**src/rtl/int_mult_add_pipe.sv**
```systemverilog
// NUM_MULT-lane integer dot product feeding a saturating/wrapping accumulator; latency IN_REG+PIPE_REGS+1.
// No ready handshake: i_ce=0 freezes every stage in place and suppresses o_valid.
module int_mult_add_pipe #(
    parameter int INT_SIZE   = 8,
    parameter int NUM_MULT   = 4,
    parameter int UNSIGNED_A = 0,
    parameter int UNSIGNED_B = 0,
    parameter int IN_REG     = 1,
    parameter int PIPE_REGS  = 2,
    parameter int DOUT_SIZE  = 48,
    parameter int SATURATE   = 1,
    parameter int CNT_W      = 16
) (
    input  logic                         i_clk,
    input  logic                         i_reset,
    input  logic                         i_ce,
    input  logic                         i_valid,
    input  logic                         i_load,
    input  logic [NUM_MULT*INT_SIZE-1:0] i_din_a,
    input  logic [NUM_MULT*INT_SIZE-1:0] i_din_b,
    output logic                         o_valid,
    output logic [DOUT_SIZE-1:0]         o_dout,
    output logic                         o_overflow,
    output logic [CNT_W-1:0]             o_count
);

    localparam int IW = NUM_MULT * INT_SIZE;
    localparam int PW = 2 * INT_SIZE + 2;
    localparam int SW = PW + $clog2(NUM_MULT);
    localparam int XW = DOUT_SIZE + 1;
    localparam logic signed [DOUT_SIZE-1:0] D_MAX = {1'b0, {(DOUT_SIZE-1){1'b1}}};
    localparam logic signed [DOUT_SIZE-1:0] D_MIN = {1'b1, {(DOUT_SIZE-1){1'b0}}};

    if (INT_SIZE < 3 || INT_SIZE > 16) begin : g_bad_int
        $error("INT_SIZE out of range");
    end
    if (NUM_MULT < 1 || NUM_MULT > 32) begin : g_bad_mult
        $error("NUM_MULT out of range");
    end
    if (PIPE_REGS < 0 || PIPE_REGS > 3) begin : g_bad_pipe
        $error("PIPE_REGS out of range");
    end
    if (DOUT_SIZE < SW || DOUT_SIZE > 64) begin : g_bad_dout
        $error("DOUT_SIZE must cover the full dot-product width and be at most 64");
    end
    if (CNT_W < 1) begin : g_bad_cnt
        $error("CNT_W out of range");
    end

    logic [IW-1:0] s0_a, s0_b;
    logic          s0_vld, s0_ld;

    if (IN_REG != 0) begin : g_in_reg
        always_ff @(posedge i_clk or posedge i_reset) begin
            if (i_reset) begin
                s0_a   <= '0;
                s0_b   <= '0;
                s0_vld <= 1'b0;
                s0_ld  <= 1'b0;
            end else if (i_ce) begin
                s0_a   <= i_din_a;
                s0_b   <= i_din_b;
                s0_vld <= i_valid;
                s0_ld  <= i_valid & i_load;
            end
        end
    end else begin : g_in_bypass
        always_comb begin
            s0_a   = i_din_a;
            s0_b   = i_din_b;
            s0_vld = i_valid;
            s0_ld  = i_valid & i_load;
        end
    end

    // Operands widened by one bit so signed and unsigned lanes share one exact multiplier.
    logic signed [INT_SIZE:0] a_x [NUM_MULT];
    logic signed [INT_SIZE:0] b_x [NUM_MULT];
    logic signed [PW-1:0]     prod [NUM_MULT];
    logic signed [SW-1:0]     tree_sum;

    always_comb begin
        tree_sum = '0;
        for (int i = 0; i < NUM_MULT; i++) begin
            a_x[i] = (UNSIGNED_A != 0) ? {1'b0, s0_a[i*INT_SIZE +: INT_SIZE]}
                                       : {s0_a[i*INT_SIZE+INT_SIZE-1], s0_a[i*INT_SIZE +: INT_SIZE]};
            b_x[i] = (UNSIGNED_B != 0) ? {1'b0, s0_b[i*INT_SIZE +: INT_SIZE]}
                                       : {s0_b[i*INT_SIZE+INT_SIZE-1], s0_b[i*INT_SIZE +: INT_SIZE]};
            prod[i]  = PW'(a_x[i]) * PW'(b_x[i]);
            tree_sum = tree_sum + SW'(prod[i]);
        end
    end

    logic signed [SW-1:0] acc_sum;
    logic                 acc_vld, acc_ld;

    if (PIPE_REGS == 0) begin : g_no_pipe
        always_comb begin
            acc_sum = tree_sum;
            acc_vld = s0_vld;
            acc_ld  = s0_ld;
        end
    end else begin : g_pipe
        logic signed [SW-1:0]  p_sum [PIPE_REGS];
        logic [PIPE_REGS-1:0]  p_vld, p_ld;

        always_ff @(posedge i_clk or posedge i_reset) begin
            if (i_reset) begin
                for (int k = 0; k < PIPE_REGS; k++) p_sum[k] <= '0;
                p_vld <= '0;
                p_ld  <= '0;
            end else if (i_ce) begin
                p_sum[0] <= tree_sum;
                p_vld[0] <= s0_vld;
                p_ld[0]  <= s0_ld;
                for (int k = 1; k < PIPE_REGS; k++) begin
                    p_sum[k] <= p_sum[k-1];
                    p_vld[k] <= p_vld[k-1];
                    p_ld[k]  <= p_ld[k-1];
                end
            end
        end

        always_comb begin
            acc_sum = p_sum[PIPE_REGS-1];
            acc_vld = p_vld[PIPE_REGS-1];
            acc_ld  = p_ld[PIPE_REGS-1];
        end
    end

    // One guard bit above the accumulator exposes signed overflow as a top-two-bit disagreement.
    logic signed [DOUT_SIZE-1:0] acc_q, acc_nxt;
    logic signed [XW-1:0]        tot;
    logic                        ovf;

    always_comb begin
        tot     = XW'(acc_q) + XW'(acc_sum);
        ovf     = tot[XW-1] != tot[XW-2];
        acc_nxt = tot[DOUT_SIZE-1:0];
        if (ovf && SATURATE != 0) acc_nxt = tot[XW-1] ? D_MIN : D_MAX;
    end

    always_ff @(posedge i_clk or posedge i_reset) begin
        if (i_reset) begin
            acc_q      <= '0;
            o_overflow <= 1'b0;
            o_count    <= '0;
            o_valid    <= 1'b0;
        end else if (!i_ce) begin
            o_valid <= 1'b0;
        end else begin
            o_valid <= acc_vld;
            if (acc_vld) begin
                if (acc_ld) begin
                    acc_q      <= DOUT_SIZE'(acc_sum);
                    o_count    <= CNT_W'(1);
                    o_overflow <= 1'b0;
                end else begin
                    acc_q      <= acc_nxt;
                    o_overflow <= o_overflow | ovf;
                    if (o_count != '1) o_count <= o_count + 1'b1;
                end
            end
        end
    end

    assign o_dout = acc_q;

endmodule

```
**config.mk**
```make
export PLATFORM = sky130hd
export DESIGN_NAME = int_mult_add_pipe
export DESIGN_NICKNAME = d
export VERILOG_FILES = /design/src/rtl/int_mult_add_pipe.sv
export SDC_FILE = /design/constraint.sdc
export NUM_CORES = 1
export LEC_CHECK = 0
export ABC_AREA = 1
export BUFFER_PORTS_ARGS = -buffer_cell sky130_fd_sc_hd__buf_4
export CORE_AREA = 2 2 165 289
export DETAILED_ROUTE_END_ITERATION = 10
export DIE_AREA = 0 0 167 291
export MAX_ROUTING_LAYER = met4
export PLACE_DENSITY = 0.75
export SLEW_MARGIN = 20
export SYNTH_ARGS = -nofsm -noshare
export SYNTH_HDL_FRONTEND = slang
export SYNTH_SLANG_ARGS = --single-unit
export TNS_END_PERCENT = 1
```
**constraint.sdc**
```tcl
create_clock -name i_clk -period 7.1 [get_ports i_clk]
set_input_delay 0 -clock i_clk [delete_from_list [all_inputs] [get_ports i_clk]]
set_output_delay 0 -clock i_clk [all_outputs]
set_load 0.02 [all_outputs]
```
==> summary.txt, run 1 <==
STA
  • Final Hold Vio Count: 0
  • Final setup viols: 0
  • Fmax: ~0.15 GHz
  • Worst-margin pin slew: roughly 1100 ps
  • Period utilization: between 90% and 100%
  • RSZ-0062 raised after global routing: yes
  • Fin. max-slew vios: 0
  • Rel. slew slack: around 28%
  • Final setup skew: roughly 14 ps
  • Post-route minimum period: 6820 ps

Floorplan
  • Core ar.: about 0.046 sq mm
  • Initial Utilization: between 40% and 50%
  • Rows: ~110
  • Boundary pin count: about 140
  • Die Y: 291 um
  • DIE AREA: 0.0486 sq mm
  • Die width: about 170 um

Final layout
  • # fillers: between 4000 and 5000
  • Area Growth Syn to Fin: 11.6%
  • Nets: 3740
  • Share of layout cells above drive strength 1: roughly 8.4%
  • Diodes inserted: 0
  • End-of-flow core utilization: 55.2%
  • Multi-input gate area: around 0.015 sq mm
  • Register area: approximately 0.0044 sq mm

Clock network
  • Clk_lat worst skew: between 400 and 500 ps
  • CTS Buffer Depth: 2
  • Root buffer selected by CTS: clkbuf_16
  • CTS HTree Levels: 4
  • TritonCTS Sinks: 174
  • Reg clk slew, reported paths: 80 ps
  • TritonCTS clock tree: done
  • Total CTS buffers: 17

Worst setup path
  • Startpoint Class: flip-flop
  • Crit path required time: between 7000 and 8000 ps
  • Worst path cell trace: nand2_1 -> inv_1 -> fa_1 -> inv_1 -> fa_1 -> inv_1 -> fa_1 -> fa_1 -> inv_1 -> fa_1 -> inv_1 -> fa_1 -> inv_1 -> fa_1 -> fa_1 -> inv_1 -> ha_1 -> inv_1 -> nor3_1 -> nor3b_1 -> a221oi_1 -> or2_2 -> nand3_1 -> nand2_1
  • Crit path capture type: flip-flop
  • Crit-path slowest cell: fa_1
  • Critical path type: reg2reg
  • Worst path bufs/invs: 8
  • CP Max Fanout: 9
  • Max stage delay on crit path: 580 ps
  • CP arrival: ~7000 ps
  • Delay-heaviest family, CP: adder cells

Yosys
  • Yosys reg bits: between 150 and 200
  • Cells after synthesis: just over 3000
  • Synth warn: 0
  • Syn Std Cell Area: 0.0229 sq mm
  • Synth area leaders: fa_1 29%, dfrtp_1 19%, nand2_1 15%
  • Register area share after synthesis: about a fifth
  • Distinct cells, synth: 42
  • Top cell type's share of synthesized area: ~29%
  • Syn Nets: between 3000 and 4000
  • EDFF count, synth: 0
  • Asr flop ratio synth: 100%
  • Area leader, netlist: fa_1
  • Mean Syn Cell Area: between 7 and 8 sq um
  • Main synth FF type: dfrtp_1

Status
  • Status: complete, no violations

GRT
  • Gr usage total: around 30%
  • Global route overflow: 0
  • Largest net degree at the start of global routing: roughly 110
  • Vias in the first global route: 20200
  • First-pass GRT wire length: 106 mm
  • Initial antenna violation count: 0

Route
  • Routed WL per cell: ~18 um
  • Routed WL: 66.7 mm
  • Routed Antenna Nets: 0
  • Vias per std cell: roughly 5.1
  • Total number of vias: 19300
  • DR DRC count: 0
  • First-pass DRT Iterations: 5
  • DRT iter0 DRCs: about 1200

Placed design
  • Post-DP HPWL: approximately 54 mm
  • Port buffer count: between 100 and 150
  • GP Congestion: just over 1

Flow run
  • Maxcap violations: 0

Worst hold path
  • Hold Path Class: in2reg
cell families after synthesis:
logic type               Yosys count  synth area share (%)
AND/OR/NAND/NOR                 1258                  22.4
buffers and inverters            902                  15.0
adder cells (fa/ha/maj)          475                  36.6
AO/OA/AOI/OAI                    203                  4.79
flip-flops                       174                  19.0
XOR/XNOR                          56                  2.14
cells in the mapped netlist (2+ instances only):
library cell / n
nand2_1: 907
inv_1: 770
fa_1: 327
dfrtp_1: 174
nor2_1: 169
ha_1: 148
a21oi_1: 112
clkbuf_1: 95
nand3_1: 89
o21ai_0: 64
xor2_1: 34
inv_2: 22
xnor2_1: 22
nand4_1: 20
nor3_1: 18
nand2_2: 14
a21oi_2: 11
nand3_2: 10
nor2_2: 10
buf_2: 7
nor2_4: 5
o31ai_1: 4
or2_2: 4
a31oi_1: 3
buf_6: 3
a21o_1: 2
buf_1: 2
buf_8: 2
nand2_4: 2
nand3b_1: 2
nor3_2: 2
nor3b_1: 2
nor4_1: 2
o21bai_1: 2
state kept, by name (all words and copies together), names as in the netlist:
register / count
o_overflow: 1
s0_a: 32
o_valid: 1
g_pipe.p_vld: 2
s0_b: 32
s0_ld: 1
o_count: 16
g_pipe.p_sum: 19
acc_sum: 19
s0_vld: 1
g_pipe.p_ld: 2
o_dout: 48
per-stage QoR:
step	setup slack (ps)	area, sq um	TNS [ps]	hold slack, ps	cells
floorplan	680	22900	0	113	3068
global placement	444	24300	0	201	3698
detailed placement	299	24300	0	205	3698
CTS	270	25600	0	76.4	3797
global route	-20.9	25600	-20.9	92.0	3797
finish	278	25600	0	95.8	3797
layer usage:
layer	global-route usage (%)	share of wire, %
met1	26.4	31
met2	55.3	56
met3	2.43	3.0
met4	23.6	9.6
met5	-	0
path summary, 6_finish.rpt:
kind	startpoint	to	slack, ps	depth (start not counted)
min in group asynchronous	i_reset	s0_b[8]	240	3
setup reg to reg	s0_b[9]	g_pipe.p_sum[38]	280	24
hold reg to reg	g_pipe.p_sum[37]	acc_sum[17]	480	2
hold / removal	i_ce	o_overflow	100	5
max in group asynchronous	i_reset	g_pipe.p_ld[0]	5440	4
setup / recovery	s0_b[9]	g_pipe.p_sum[38]	280	24
repair_timing:
item,in CTS,in global routing
resized for setup,0,6
endpoints found under the hold margin,171,0
hold buffers,67,0
setup buffers,0,0
setup endpoints to repair,0,3
cells in the final DEF (no fill, tap or decap), types with 22 or more instances in the layout:
cell type        n
dfrtp_1        172
inv_2           25
inv_1          766
ha_1           148
xor2_1          34
o21ai_0         64
a21oi_1        112
nor2_1         169
xnor2_1         22
nand2_1        907
fa_1           326
dlygate4sd3_1   67
nand3_1         89
buf_4          151
worst min-delay path, cell delays in order:
cell,delay (ps)
buf_4,140
nand2_1,60
buf_4,210
nand2_1,90
nand2_1,50
area by class of cell:
class | instances | share of cell area [%]
clock inverter | 14 | 0.558
timing repair buffer | 218 | 7.05
sequential | 174 | 17.0
inverter | 793 | 11.7
tap | 588 | 2.88
multi-input combinational | 1992 | 59.1
clock buffer | 18 | 1.68
Power of run 1 is not shown: default switching activity piles up to over one toggle a cycle in this logic, so the estimate is an artifact.
==> run 2: changes to the inputs <==
--- a/config.mk
+++ b/config.mk
@@ -5,11 +5,11 @@
 export SDC_FILE = /design/constraint.sdc
 export NUM_CORES = 1
 export LEC_CHECK = 0
-export ABC_AREA = 1
+export ABC_AREA = 0
 export BUFFER_PORTS_ARGS = -buffer_cell sky130_fd_sc_hd__buf_4
-export CORE_AREA = 2 2 165 289
+export CORE_AREA = 2 2 158 276
 export DETAILED_ROUTE_END_ITERATION = 10
-export DIE_AREA = 0 0 167 291
+export DIE_AREA = 0 0 160 278
 export MAX_ROUTING_LAYER = met4
 export PLACE_DENSITY = 0.75
 export SLEW_MARGIN = 20
==> run 2 against run 1 <==
  * Utilization grew 2.1 points
  * Worst hold slack gained 47 ps
  * Via count shrank 20%
  * Clock skew grew 3.0 ps
  * Critical endpoint is now g_pipe.p_sum[37]
==> summary.txt, run 2 <==
Status
  • Status: complete, no violations

Final layout
  • Most frequent cells in the layout: 396 x inv_1, 325 x fa_1, 195 x buf_4
  • Nets: ~2900
  • # fillers: ~3700
  • End-of-flow core utilization: 57.2%
  • Commonest non-fill, non-tap cell in the layout: inv_1
  • Max FFs per register: 48
  • Diodes inserted: 0
  • Finished Cell Area: approximately 0.024 sq mm
  • Area Growth Syn to Fin: 15.7%
  • Share of layout cells above drive strength 1: ~16%

Clock network
  • TritonCTS clock tree: done
  • CTS HTree Levels: 4
  • Total CTS buffers: 17
  • Reg clk slew, reported paths: 80 ps
  • Root buffer selected by CTS: clkbuf_16
  • TritonCTS Sinks: approximately 170
  • Clk_lat worst skew: 470 ps
  • CTS Buffer Depth: 2

STA
  • Final Hold Vio Count: 0
  • Final setup skew: approximately 17 ps
  • Post-route minimum period: 6950 ps
  • Fin. max-slew vios: 0
  • RSZ-0062 raised after global routing: yes
  • Setup TNS: 0 ps
  • Rel. slew slack: 18.5%
  • Final Worst Setup Slack: about 150 ps
  • Worst-margin pin slew: between 1000 and 1500 ps
  • Fmax: between 0.1 and 0.15 GHz
  • Period utilization: a little under 100%
  • Final setup viols: 0

GRT
  • Global route overflow: 0
  • First-pass GRT wire length: about 88 mm
  • Largest net degree at the start of global routing: 115
  • Gr usage total: between 20% and 30%
  • Vias in the first global route: 17300
  • Initial antenna violation count: 0

Worst hold path
  • Hold path endpoint: g_pipe.p_ld[1]
  • Hold Path Cell Cnt: 3
  • Hold Path Class: in2reg
  • Hold wc startpoint: i_ce

Yosys
  • Yosys reg bits: 174
  • Syn Nets: approximately 2700
  • EDFF count, synth: 0
  • Top-count cell post-synth: inv_1
  • Main synth FF type: dfrtp_1
  • Mean Syn Cell Area: approximately 9.9 sq um
  • Register area share after synthesis: 20.8%
  • Synth top cells by count: 397 x inv_1, 327 x fa_1, 174 x dfrtp_1, 174 x nand2_1
  • Syn Std Cell Area: 0.0209 sq mm
  • Synth warn: 0
  • Distinct cells, synth: 71
  • Asr flop ratio synth: between 90% and 100%
  • Synth area leaders: fa_1 31%, dfrtp_1 21%, ha_1 8.9%
  • Top cell type's share of synthesized area: between 30% and 40%
  • Cells after synthesis: 2112
  • Area leader, netlist: fa_1

Route
  • Vias per std cell: between 5 and 6
  • First-pass DRT Iterations: 5
  • Routed WL per cell: 18.9 um
  • Routed Antenna Nets: 0
  • DRT iter0 DRCs: 774
  • Total number of vias: 15500
  • DR DRC count: 0
  • Routed WL: 55.0 mm

Worst setup path
  • CP Max Fanout: 7
  • Crit path capture type: flip-flop
  • Critical path type: reg2reg
  • FF-to-FF Start: s0_b[26]
  • R2R depth: 24
  • CP arrival: ~7300 ps
  • Delay-heaviest family, CP: adder cells
  • Crit-path most repeated cell: fa_1
  • Crit path required time: approximately 7500 ps
  • Worst path bufs/invs: 6
  • Max stage delay on crit path: around 550 ps
  • Worst path cell trace: buf_4 -> and2_1 -> fa_1 -> fa_1 -> inv_1 -> fa_1 -> inv_1 -> fa_1 -> fa_1 -> fa_1 -> inv_1 -> fa_1 -> fa_1 -> inv_1 -> ha_4 -> inv_1 -> o21bai_1 -> a21oi_2 -> o21bai_1 -> a21o_1 -> a211oi_1 -> o41ai_1 -> xor2_1 -> mux2_2
  • RR Endpoint: g_pipe.p_sum[37]
  • Flop2flop setup slack: around 150 ps
  • Crit-path slowest cell: fa_1
  • Startpoint Class: flip-flop

Placed design
  • Post-DP HPWL: 45.3 mm
  • Port buffer count: approximately 130
  • GP Congestion: about 1.0
  • Pre-CTS setup slack: -70.2 ps
  • Placed cell area: roughly 0.023 sq mm

Floorplan
  • DIE AREA: between 0.04 and 0.05 sq mm
  • Initial Utilization: 49.5%
  • Die Y: roughly 280 um
  • Boundary pin count: about 140
  • Die width: 160 um
  • Core ar.: between 0.04 and 0.05 sq mm
  • Rows: 100

Flow run
  • Maxcap violations: 0
run 2: per-stage QoR:
stage               instances  hold slack [ps]
floorplan                2112              121
global placement         2804              224
detailed placement       2804              234
CTS                      2903              138
global route             2908              209
finish                   2908              142
run 2: how the worst max path moves through the flow:
stage / cells after the start / start / to
6_report: 24 / s0_b[26] / g_pipe.p_sum[37]
5_1_grt: 24 / s0_b[24] / g_pipe.p_sum[38]
4_1_cts: 22 / s0_b[24] / g_pipe.p_sum[35]
3_5_place_dp: 22 / s0_b[24] / g_pipe.p_sum[35]
3_3_place_gp: 22 / s0_b[24] / g_pipe.p_sum[35]
2_1_floorplan: 23 / s0_a[15] / g_pipe.p_sum[38]
run 2: logic make-up (layout without fill, tap and decap cells):
kind of cell | after synthesis | count (layout) | synth area share (%)
AND/OR/NAND/NOR | 531 | 531 | 12.7
adder cells (fa/ha/maj) | 475 | 475 | 40.1
buffers and inverters | 459 | 694 | 8.40
AO/OA/AOI/OAI | 302 | 302 | 9.60
flip-flops | 174 | 174 | 20.8
multiplexers | 96 | 96 | 5.18
XOR/XNOR | 75 | 75 | 3.14
run 2: repair_timing:
action / in CTS / in global routing
hold endpoints to repair: 179 / 0
gates resized for setup: 4 / 22
endpoints found under the setup margin: 2 / 5
cloned: 0 / 0
hold buffers: 67 / 0
buffers inserted: 0 / 5
pin swaps: 0 / 8
run 2: final cells by class:
class | instances | area (sq um) | share of cell area (%)
tap | 561 | 702 | 2.90
inverter | 398 | 1500 | 6.21
clock inverter | 15 | 153 | 0.631
sequential | 174 | 4370 | 18.1
clock buffer | 17 | 425 | 1.76
multi-input combinational | 1479 | 14900 | 61.4
timing repair buffer | 264 | 2170 | 8.99
run 2: worst reg2reg max path: stages, from the launching register on:
cell      delay [ps]
dfrtp_2          450
buf_4            150
and2_1           160
fa_1             490
fa_1             550
inv_1             80
fa_1             550
inv_1             60
fa_1             530
fa_1             470
fa_1             510
inv_1             50
fa_1             460
fa_1             500
inv_1             60
ha_4             280
inv_1             50
o21bai_1         210
a21oi_2           90
o21bai_1         140
a21o_1           220
a211oi_1         100
o41ai_1          310
xor2_1           110
mux2_2           270
run 2: per-layer routing:
metal  global-route usage (%)  wire, um
met2                     50.8     31600
met4                     17.1      4060
met1                     24.8     18000
met3                     2.61      1280
met5                        -         0
Power of run 2 is left out for the same reason.
